File: src/rtl/rip_trap_ctrl_pkg.sv
// Shared types and constants for the RIP machine-mode trap controller.
package rip_trap_ctrl_pkg;

  localparam int XLEN    = 32;
  localparam int CAUSE_W = 4;

  localparam logic [11:0] CSR_MTVEC  = 12'h305;
  localparam logic [11:0] CSR_MEPC   = 12'h341;
  localparam logic [11:0] CSR_MCAUSE = 12'h342;

  localparam logic [CAUSE_W-1:0] CAUSE_ILLEGAL_INST = 4'd2;
  localparam logic [CAUSE_W-1:0] CAUSE_ECALL        = 4'd11;

  typedef enum logic [1:0] {
    CSR_READ = 2'b00,
    CSR_RW   = 2'b01,
    CSR_RS   = 2'b10,
    CSR_RC   = 2'b11
  } csr_op_t;

  typedef enum logic [1:0] {
    IDLE,
    SAVE,
    REDIRECT
  } trap_state_t;

  function automatic logic [XLEN-1:0] csr_apply(input csr_op_t op,
                                                input logic [XLEN-1:0] old_val,
                                                input logic [XLEN-1:0] wdata);
    case (op)
      CSR_RW:  csr_apply = wdata;
      CSR_RS:  csr_apply = old_val | wdata;
      CSR_RC:  csr_apply = old_val & ~wdata;
      default: csr_apply = old_val;
    endcase
  endfunction

endpackage

File: src/rtl/rip_csr_regs.sv
// MTVEC/MEPC/MCAUSE storage with address decode and RW/RS/RC update.
// The trap-save port takes precedence over the CSR instruction port.
module rip_csr_regs
  import rip_trap_ctrl_pkg::*;
(
  input  logic               clk,
  input  logic               rst,
  input  logic               csr_we,
  input  logic [1:0]         csr_op,
  input  logic [11:0]        csr_addr,
  input  logic [XLEN-1:0]    csr_wdata,
  output logic [XLEN-1:0]    csr_rdata,
  output logic               csr_illegal,
  input  logic               save_we,
  input  logic [XLEN-1:0]    save_pc,
  input  logic [CAUSE_W-1:0] save_cause,
  output logic [XLEN-1:0]    mtvec,
  output logic [XLEN-1:0]    mepc
);

  localparam logic [XLEN-1:0] ALIGN_MASK = ~(XLEN'(3));

  logic [XLEN-1:0] mcause;
  logic            sel_mtvec, sel_mepc, sel_mcause;
  logic [XLEN-1:0] old_val, new_val;
  csr_op_t         op_e;
  logic            do_write;

  assign op_e       = csr_op_t'(csr_op);
  assign sel_mtvec  = (csr_addr == CSR_MTVEC);
  assign sel_mepc   = (csr_addr == CSR_MEPC);
  assign sel_mcause = (csr_addr == CSR_MCAUSE);
  assign csr_illegal = ~(sel_mtvec | sel_mepc | sel_mcause);

  always_comb begin
    old_val = '0;
    if (sel_mtvec)  old_val = mtvec;
    if (sel_mepc)   old_val = mepc;
    if (sel_mcause) old_val = mcause;
  end

  assign csr_rdata = old_val;
  assign new_val   = csr_apply(op_e, old_val, csr_wdata);
  assign do_write  = csr_we & ~csr_illegal & (op_e != CSR_READ);

  always_ff @(posedge clk) begin
    if (rst) begin
      mtvec  <= '0;
      mepc   <= '0;
      mcause <= '0;
    end else if (save_we) begin
      mepc   <= save_pc & ALIGN_MASK;
      mcause <= {{(XLEN-CAUSE_W){1'b0}}, save_cause};
    end else if (do_write) begin
      if (sel_mtvec)  mtvec  <= new_val & ALIGN_MASK;
      if (sel_mepc)   mepc   <= new_val & ALIGN_MASK;
      if (sel_mcause) mcause <= new_val;
    end
  end

endmodule

File: src/rtl/rip_trap_ctrl.sv
// Machine-mode trap controller: trap entry, MRET return and CSR port.
//   state    | meaning
//   IDLE     | accepting trap, then MRET, then CSR requests
//   SAVE     | writing MEPC/MCAUSE, sampling MTVEC as redirect target
//   REDIRECT | one-cycle redirect_valid + flush
module rip_trap_ctrl
  import rip_trap_ctrl_pkg::*;
(
  input  logic               clk,
  input  logic               rst,
  input  logic               trap_valid,
  input  logic [CAUSE_W-1:0] trap_cause,
  input  logic [XLEN-1:0]    trap_pc,
  output logic               trap_ready,
  input  logic               mret_valid,
  output logic               mret_ready,
  input  logic               csr_valid,
  input  logic [1:0]         csr_op,
  input  logic [11:0]        csr_addr,
  input  logic [XLEN-1:0]    csr_wdata,
  output logic               csr_ready,
  output logic [XLEN-1:0]    csr_rdata,
  output logic               csr_illegal,
  output logic               redirect_valid,
  output logic [XLEN-1:0]    redirect_pc,
  output logic               flush,
  output logic               busy
);

  trap_state_t        state;
  logic               idle;
  logic [XLEN-1:0]    pc_q;
  logic [CAUSE_W-1:0] cause_q;
  logic [XLEN-1:0]    mtvec, mepc;

  assign idle       = (state == IDLE);
  assign trap_ready = idle & trap_valid;
  assign mret_ready = idle & mret_valid & ~trap_valid;
  assign csr_ready  = idle & ~trap_valid & ~mret_valid;

  rip_csr_regs u_csr_regs (
    .clk         (clk),
    .rst         (rst),
    .csr_we      (csr_valid & csr_ready),
    .csr_op      (csr_op),
    .csr_addr    (csr_addr),
    .csr_wdata   (csr_wdata),
    .csr_rdata   (csr_rdata),
    .csr_illegal (csr_illegal),
    .save_we     (state == SAVE),
    .save_pc     (pc_q),
    .save_cause  (cause_q),
    .mtvec       (mtvec),
    .mepc        (mepc)
  );

  always_ff @(posedge clk) begin
    if (rst) begin
      state          <= IDLE;
      redirect_valid <= 1'b0;
      redirect_pc    <= '0;
      flush          <= 1'b0;
      busy           <= 1'b0;
      pc_q           <= '0;
      cause_q        <= '0;
    end else begin
      case (state)
        IDLE: begin
          if (trap_valid) begin
            pc_q    <= trap_pc;
            cause_q <= trap_cause;
            busy    <= 1'b1;
            state   <= SAVE;
          end else if (mret_valid) begin
            redirect_pc    <= mepc;
            redirect_valid <= 1'b1;
            flush          <= 1'b1;
            busy           <= 1'b1;
            state          <= REDIRECT;
          end
        end
        SAVE: begin
          // MTVEC cannot change here: the CSR port is closed outside IDLE.
          redirect_pc    <= mtvec;
          redirect_valid <= 1'b1;
          flush          <= 1'b1;
          state          <= REDIRECT;
        end
        REDIRECT: begin
          redirect_valid <= 1'b0;
          flush          <= 1'b0;
          busy           <= 1'b0;
          state          <= IDLE;
        end
        default: state <= IDLE;
      endcase
    end
  end

endmodule

File: config.mk
export PLATFORM = sky130hd
export DESIGN_NAME = rip_trap_ctrl
export DESIGN_NICKNAME = d
export VERILOG_FILES = /design/src/rtl/rip_trap_ctrl_pkg.sv /design/src/rtl/rip_csr_regs.sv /design/src/rtl/rip_trap_ctrl.sv
export SDC_FILE = /design/constraint.sdc
export NUM_CORES = 1
export LEC_CHECK = 0
export BUFFER_PORTS_ARGS = -buffer_cell sky130_fd_sc_hd__buf_2
export CELL_PAD_IN_SITES_DETAIL_PLACEMENT = 1
export CELL_PAD_IN_SITES_GLOBAL_PLACEMENT = 1
export CORE_MARGIN = 10
export CORE_UTILIZATION = 30
export CTS_CLUSTER_SIZE = 8
export DETAILED_ROUTE_END_ITERATION = 12
export GPL_TIMING_DRIVEN = 0
export PLACE_DENSITY_LB_ADDON = 0.1
export REMOVE_ABC_BUFFERS = 1
export SLEW_MARGIN = 40
export SYNTH_ARGS = -nofsm -noshare
export SYNTH_HDL_FRONTEND = slang
export SYNTH_SLANG_ARGS = --single-unit
File: constraint.sdc
create_clock -name clk -period 5.1 [get_ports clk]
set_input_delay 1.53 -clock clk [delete_from_list [all_inputs] [get_ports clk]]
set_output_delay 1.53 -clock clk [all_outputs]
set_load 0.01 [all_outputs]
After elaboration in Yosys (flattened, before gate mapping):

Cells that the tools add are included.

* reductions and logical operators: 17
* muxes and demuxes: 21
* eq/ne operators: 11
* bitwise logic cells: 17

Operator list (count)
* two-way mux 32 bit: 8
* one-hot mux 32 bit (3 select lines): 1
* one-hot mux 32 bit (2 select lines): 1
* == test 12 x 10 -> 1 bit (second input constant): 3
* AND 32 bit: 1
* NOT 32 bit: 1
* bitwise OR 32 bit: 1
* two-way mux 4 bit: 3
* nonzero test 2 bit: 6
* AND reduction 2 bit: 5
* AND reduction 3 bit: 3
* AND 1 bit: 8
* == test 2 bit (second input constant): 3
* == test 2 x 1 -> 1 bit (second input constant): 2
* two-way mux 2 bit: 2
* != test 2 bit (second input constant): 2
* NOT 1 bit: 4
* one-hot mux 2 bit (2 select lines): 1
* two-way mux 1 bit: 3
* != test 3 bit (second input constant): 1
* one-hot mux 1 bit (3 select lines): 1
* nonzero test 3 bit: 1
* zero test 2 bit: 1
* bitwise OR 1 bit: 2
* 2 further kinds: 2

* input bits: 87
* flip-flop bits (word level): 164

Longest topological paths before layout:

* depth after elaboration: 9
* gate-level depth with buffers: 7

Hierarchy:

From an unflattened synthesis, not the netlist that was laid out.

* cells, all modules: 933
* area total of the unflattened synthesis: 8269.2 µm²

Modules (own cells, without submodules)
* rip_csr_regs: area each 5351.4 µm², cells an instance 649, seq. area each 1841.8 µm², instances 1
* rip_trap_ctrl: area each 2917.8 µm², cells an instance 284, seq. area each 1441.4 µm², instances 1

Least setup slack after synthesis:

No wires, ideal clock.

* kind: input-to-output
* start point: input csr_addr[5]
* end point: output csr_rdata[14]
* path slack: 701 ps
* stages: 5
* data arrival time: 2869 ps
* path buffers: 2
* cells stage by stage: or4_4 > nor2_2 > buf_2 > buf_2 > o21a_1

* cells in the longest elaborated chain, start to end: 4

Ends and longest elaborated chain
* from (decl): line rip_trap_ctrl.sv:19 `input logic [11:0] csr_addr,`
* == test 12 x 10 -> 1 bit: line rip_csr_regs.sv:30 `assign sel_mtvec = (csr_addr == CSR_MTVEC);`
* two-way mux 32 bit: line rip_csr_regs.sv:37 `if (sel_mtvec) old_val = mtvec;`
* two-way mux 32 bit: line rip_csr_regs.sv:38 `if (sel_mepc) old_val = mepc;`
* two-way mux 32 bit *: line rip_csr_regs.sv:39 `if (sel_mcause) old_val = mcause;`
* to (decl): line rip_trap_ctrl.sv:22 `output logic [XLEN-1:0] csr_rdata,`

Mark *: on every way between the ends. The rest lies on a longest branch, timed or not.

Final worst setup path:

* start point: input csr_addr[2]
* end point: output csr_rdata[0]

* cells in the longest elaborated chain, start to end: 3

Ends and longest elaborated chain
* == test 12 x 10 -> 1 bit: line rip_csr_regs.sv:31 `assign sel_mepc = (csr_addr == CSR_MEPC);`
* two-way mux 32 bit: line rip_csr_regs.sv:38
* two-way mux 32 bit *: line rip_csr_regs.sv:39

Marks and branches as above.

==> summary.txt <==
Yosys
  • Synth area leader: dfxtp_1
  • Fraction of synthesized cell area taken by the top area cell type: 0.375
  • Synthesis warning total: 0
  • Post-synthesis area per instance: 8.58 sq um
  • EDFF count, synth: 0
  • Area of the mapped netlist: 8540 sq um
  • Synth Register Bits: 160
  • Top post-synthesis cells by area: dfxtp_1 38%, a211oi_1 5.8%, a21oi_1 5.7%
  • Unique cell type count in the Yosys netlist: 44
  • Commonest register cell after synthesis: dfxtp_1
  • Post-Syn Instances: 995
  • Proportion of synthesized flip-flops having asynchronous set or reset: 0
  • Sequential area share after synthesis: 0.375
  • Library cell with the highest instance count after synthesis: dfxtp_1
  • Synth cell count leaders: 160 x dfxtp_1, 128 x nand2_1, 98 x a21oi_1

Worst setup path
  • Source of the worst register-to-register timing path: state[0]
  • Type of element launching the critical path: input pin
  • Cell with the largest stage delay on the worst path: and4bb_4
  • Number of cells on the worst reg-to-reg path: 8
  • Critical path start-end classification: in2out
  • Arr. time, crit path: 3.39 ns
  • Max incr delay on CP: 0.63 ns
  • Biggest fanout along the worst timing path: 65
  • Critical path endpoint category: output port
  • Worst setup slack for register-to-register paths: 2.04 ns
  • Cells traversed along the worst timing path: buf_4 -> and4bb_4 -> nor3b_4 -> and2_1 -> buf_2
  • Endpoint of the worst setup timing path: csr_rdata[0]
  • Worst endpoint required time: 3.57 ns
  • Reg-to-reg endpoint: u_csr_regs.mtvec[31]
  • Source of the critical timing path: csr_addr[2]

Job
  • Number of max-cap violations: 0

Route
  • Iteration count of the initial detailed-routing pass: 4
  • Total wirelength of the detailed-routed design: 32900 um
  • First-iteration detailed-routing DRC count: 357
  • Via/cell ratio: 5.36
  • Residual antenna-violating net count after detailed routing: 0
  • Via count: 7953
  • Routed WL per cell: 22.2 um
  • Post-route DRC violation count: 0

Clocking
  • Clock latency on the worst-skew pair: 0.43 ns
  • CTS H-Tree Depth: 4
  • Clock transition time at the flip-flop clock pins of the worst setup and hold paths: 0.07 ns
  • CTS tree: built
  • Clock sink count: 160
  • Number of hold-repair buffers added at the cts stage: 0
  • Root Driver: clkbuf_16
  • Post-CTS setup buffer count: 0
  • Buffer levels on the longest clock path: 2
  • Clock buffers created by TritonCTS: 17

Die
  • Initial Utilization: 0.306
  • Die Wd: 189 um
  • Top-level I/O count: 158
  • Die height: 189 um
  • Cell Rows: 61
  • Core outline area: 27900 sq um
  • Die area: 35600 sq um

Global routing
  • Via count of the first global-routing pass: 8411
  • GRT overflow: 0
  • First-pass GRT wire length: 51300 um
  • Antenna violations before repair: 1
  • Maximum number of pins on one net before global-route repair: 72
  • Overall fraction of global-route tracks in use: 0.183

STA
  • Transition time at the pin with the least slew margin: 0.767 ns
  • Setup violations, final: 0
  • Fmax: 203 MHz
  • PnR worst setup slack: 0.177 ns
  • Max-slew violations: 0
  • RSZ-0062 raised after global routing: no
  • Total negative slack for setup checks: 0 ns
  • Final hold violation count: 0
  • Post-route clock skew: 0.0180 ns
  • Rel. slew slack: 0.488
  • Share of the clock period used by the worst path after layout: 0.965
  • Clock period minus worst slack: 4.92 ns

Place
  • Post-placement cell area: 9790 sq um
  • Number of instances in the placed design: 1452
  • Count of input and output buffers: 153
  • Pre-CTS setup slack: -0.376 ns
  • Final weighted congestion in routability-driven placement: 0.732
  • Sum of net half-perimeters after detailed placement: 20400 um

Cells and area
  • Count of fill cells added during filler insertion: 3319
  • Final standard cell area without fillers: 10400 sq um
  • Fraction of final layout cells with drive strength greater than 1: 0.235
  • Layout overhead on the synthesized area: 22.3%
  • Layout Cells excl Fill: 1485
  • Net total in the final layout: 1182

Worst hold path
  • Type of the worst min-delay path: reg2reg

Power
  • Standby leakage power: 4.03 nW
  • Total power of the final layout: 0.00313 W
  • Total power density per cell area: 300 nW/um^2
  • Peak supply drop: 0.210 mV

Outcome
  • Status: complete, no violations
## logic make-up (layout without fill, tap and decap cells)
logic type | Yosys count | in the layout | synth area share
other cells | 1 | 3 | 0.000439
flops | 160 | 160 | 0.375
simple gates | 282 | 284 | 0.174
compound gates | 354 | 354 | 0.287
xor+xnor | 32 | 32 | 0.0328
buf+inv | 106 | 214 | 0.0566
mux | 60 | 60 | 0.0747
## cell usage in the layout, fill, tap and decap left out, types with 2 or more instances in the layout
cell type   count
a211oi_1       66
a21o_1         32
a21oi_1        98
a221oi_1        2
and2_1         35
and4bb_4        2
buf_12          4
buf_16          5
buf_2         150
buf_4          13
buf_6           8
bufinv_16       4
clkbuf_16      17
clkinv_4        3
clkinvlp_4      3
conb_1          2
dfxtp_1       160
inv_6           3
mux2_2         30
mux2i_1        30
nand2_1       128
nand2b_4        2
nand3b_1       61
nor2_1         34
nor2b_1         4
o21a_1         62
o21ai_0         4
o221ai_1       30
o22ai_1        30
o2bb2ai_1      28
xnor2_1        32
## flip-flops by register name, indices dropped and copies added (netlist names)
| signal | flops |
|---|---|
| flush | 1 |
| state | 2 |
| u_csr_regs.mcause | 32 |
| pc_q | 30 |
| busy | 1 |
| cause_q | 4 |
| u_csr_regs.mtvec | 30 |
| u_csr_regs.mepc | 30 |
| redirect_pc | 30 |
## stage by stage
stage	hold WS, ns	util
2_1_floorplan	0.427	-
3_3_place_gp	0.444	0.333
3_5_place_dp	0.449	0.350
4_1_cts	0.459	0.374
5_1_grt	0.472	0.374
6_report	0.454	0.374
## how the worst min path moves through the flow
stage                from    endpoint  cells past startpoint
3_5_place_dp     pc_q[12]    pc_q[12]                      2
5_1_grt        cause_q[0]  cause_q[0]                      2
2_1_floorplan    pc_q[31]    pc_q[31]                      2
4_1_cts          pc_q[12]    pc_q[12]                      2
3_3_place_gp     pc_q[11]    pc_q[11]                      2
6_report         pc_q[27]    pc_q[27]                      2
## per-layer routing
metal	global-route usage	vias to the layer above	part of all wire
li1	-	3828	-
met1	0.246	3916	0.49
met2	0.293	173	0.46
met3	0.0347	36	0.039
met4	0.0455	0	0.013
met5	0	-	0
## cell type report
class | count | area, sq um | area share
inverter | 3 | 21.3 | 0.00204
multi-input combinational | 732 | 4950 | 0.474
clock inverter | 12 | 183 | 0.0175
clock buffer | 18 | 439 | 0.0421
tap | 378 | 473 | 0.0453
sequential | 160 | 3200 | 0.307
antenna | 1 | 2.50 | 0.000240
timing repair buffer | 181 | 1170 | 0.112
## power breakdown
group / switching, W / internal [W] / total [W]
registers: 0.0000255 / 0.00129 / 0.00132
clock network: 0.000574 / 0.000833 / 0.00141
logic: 0.000245 / 0.000166 / 0.000411
## worst max-delay path, delay by kind of cell
kind / cells / cell delay, ns
buffers and inverters: 2 / 0.46
and+or+nand+nor: 3 / 1.37
## repair_timing
action                                  4_1_cts  5_1_grt
pin swaps                                     1        0
gates cloned                                  2        0
resized for setup                             1        1
endpoints found under the setup margin        3        2
Power figures use the tool's default switching activity.
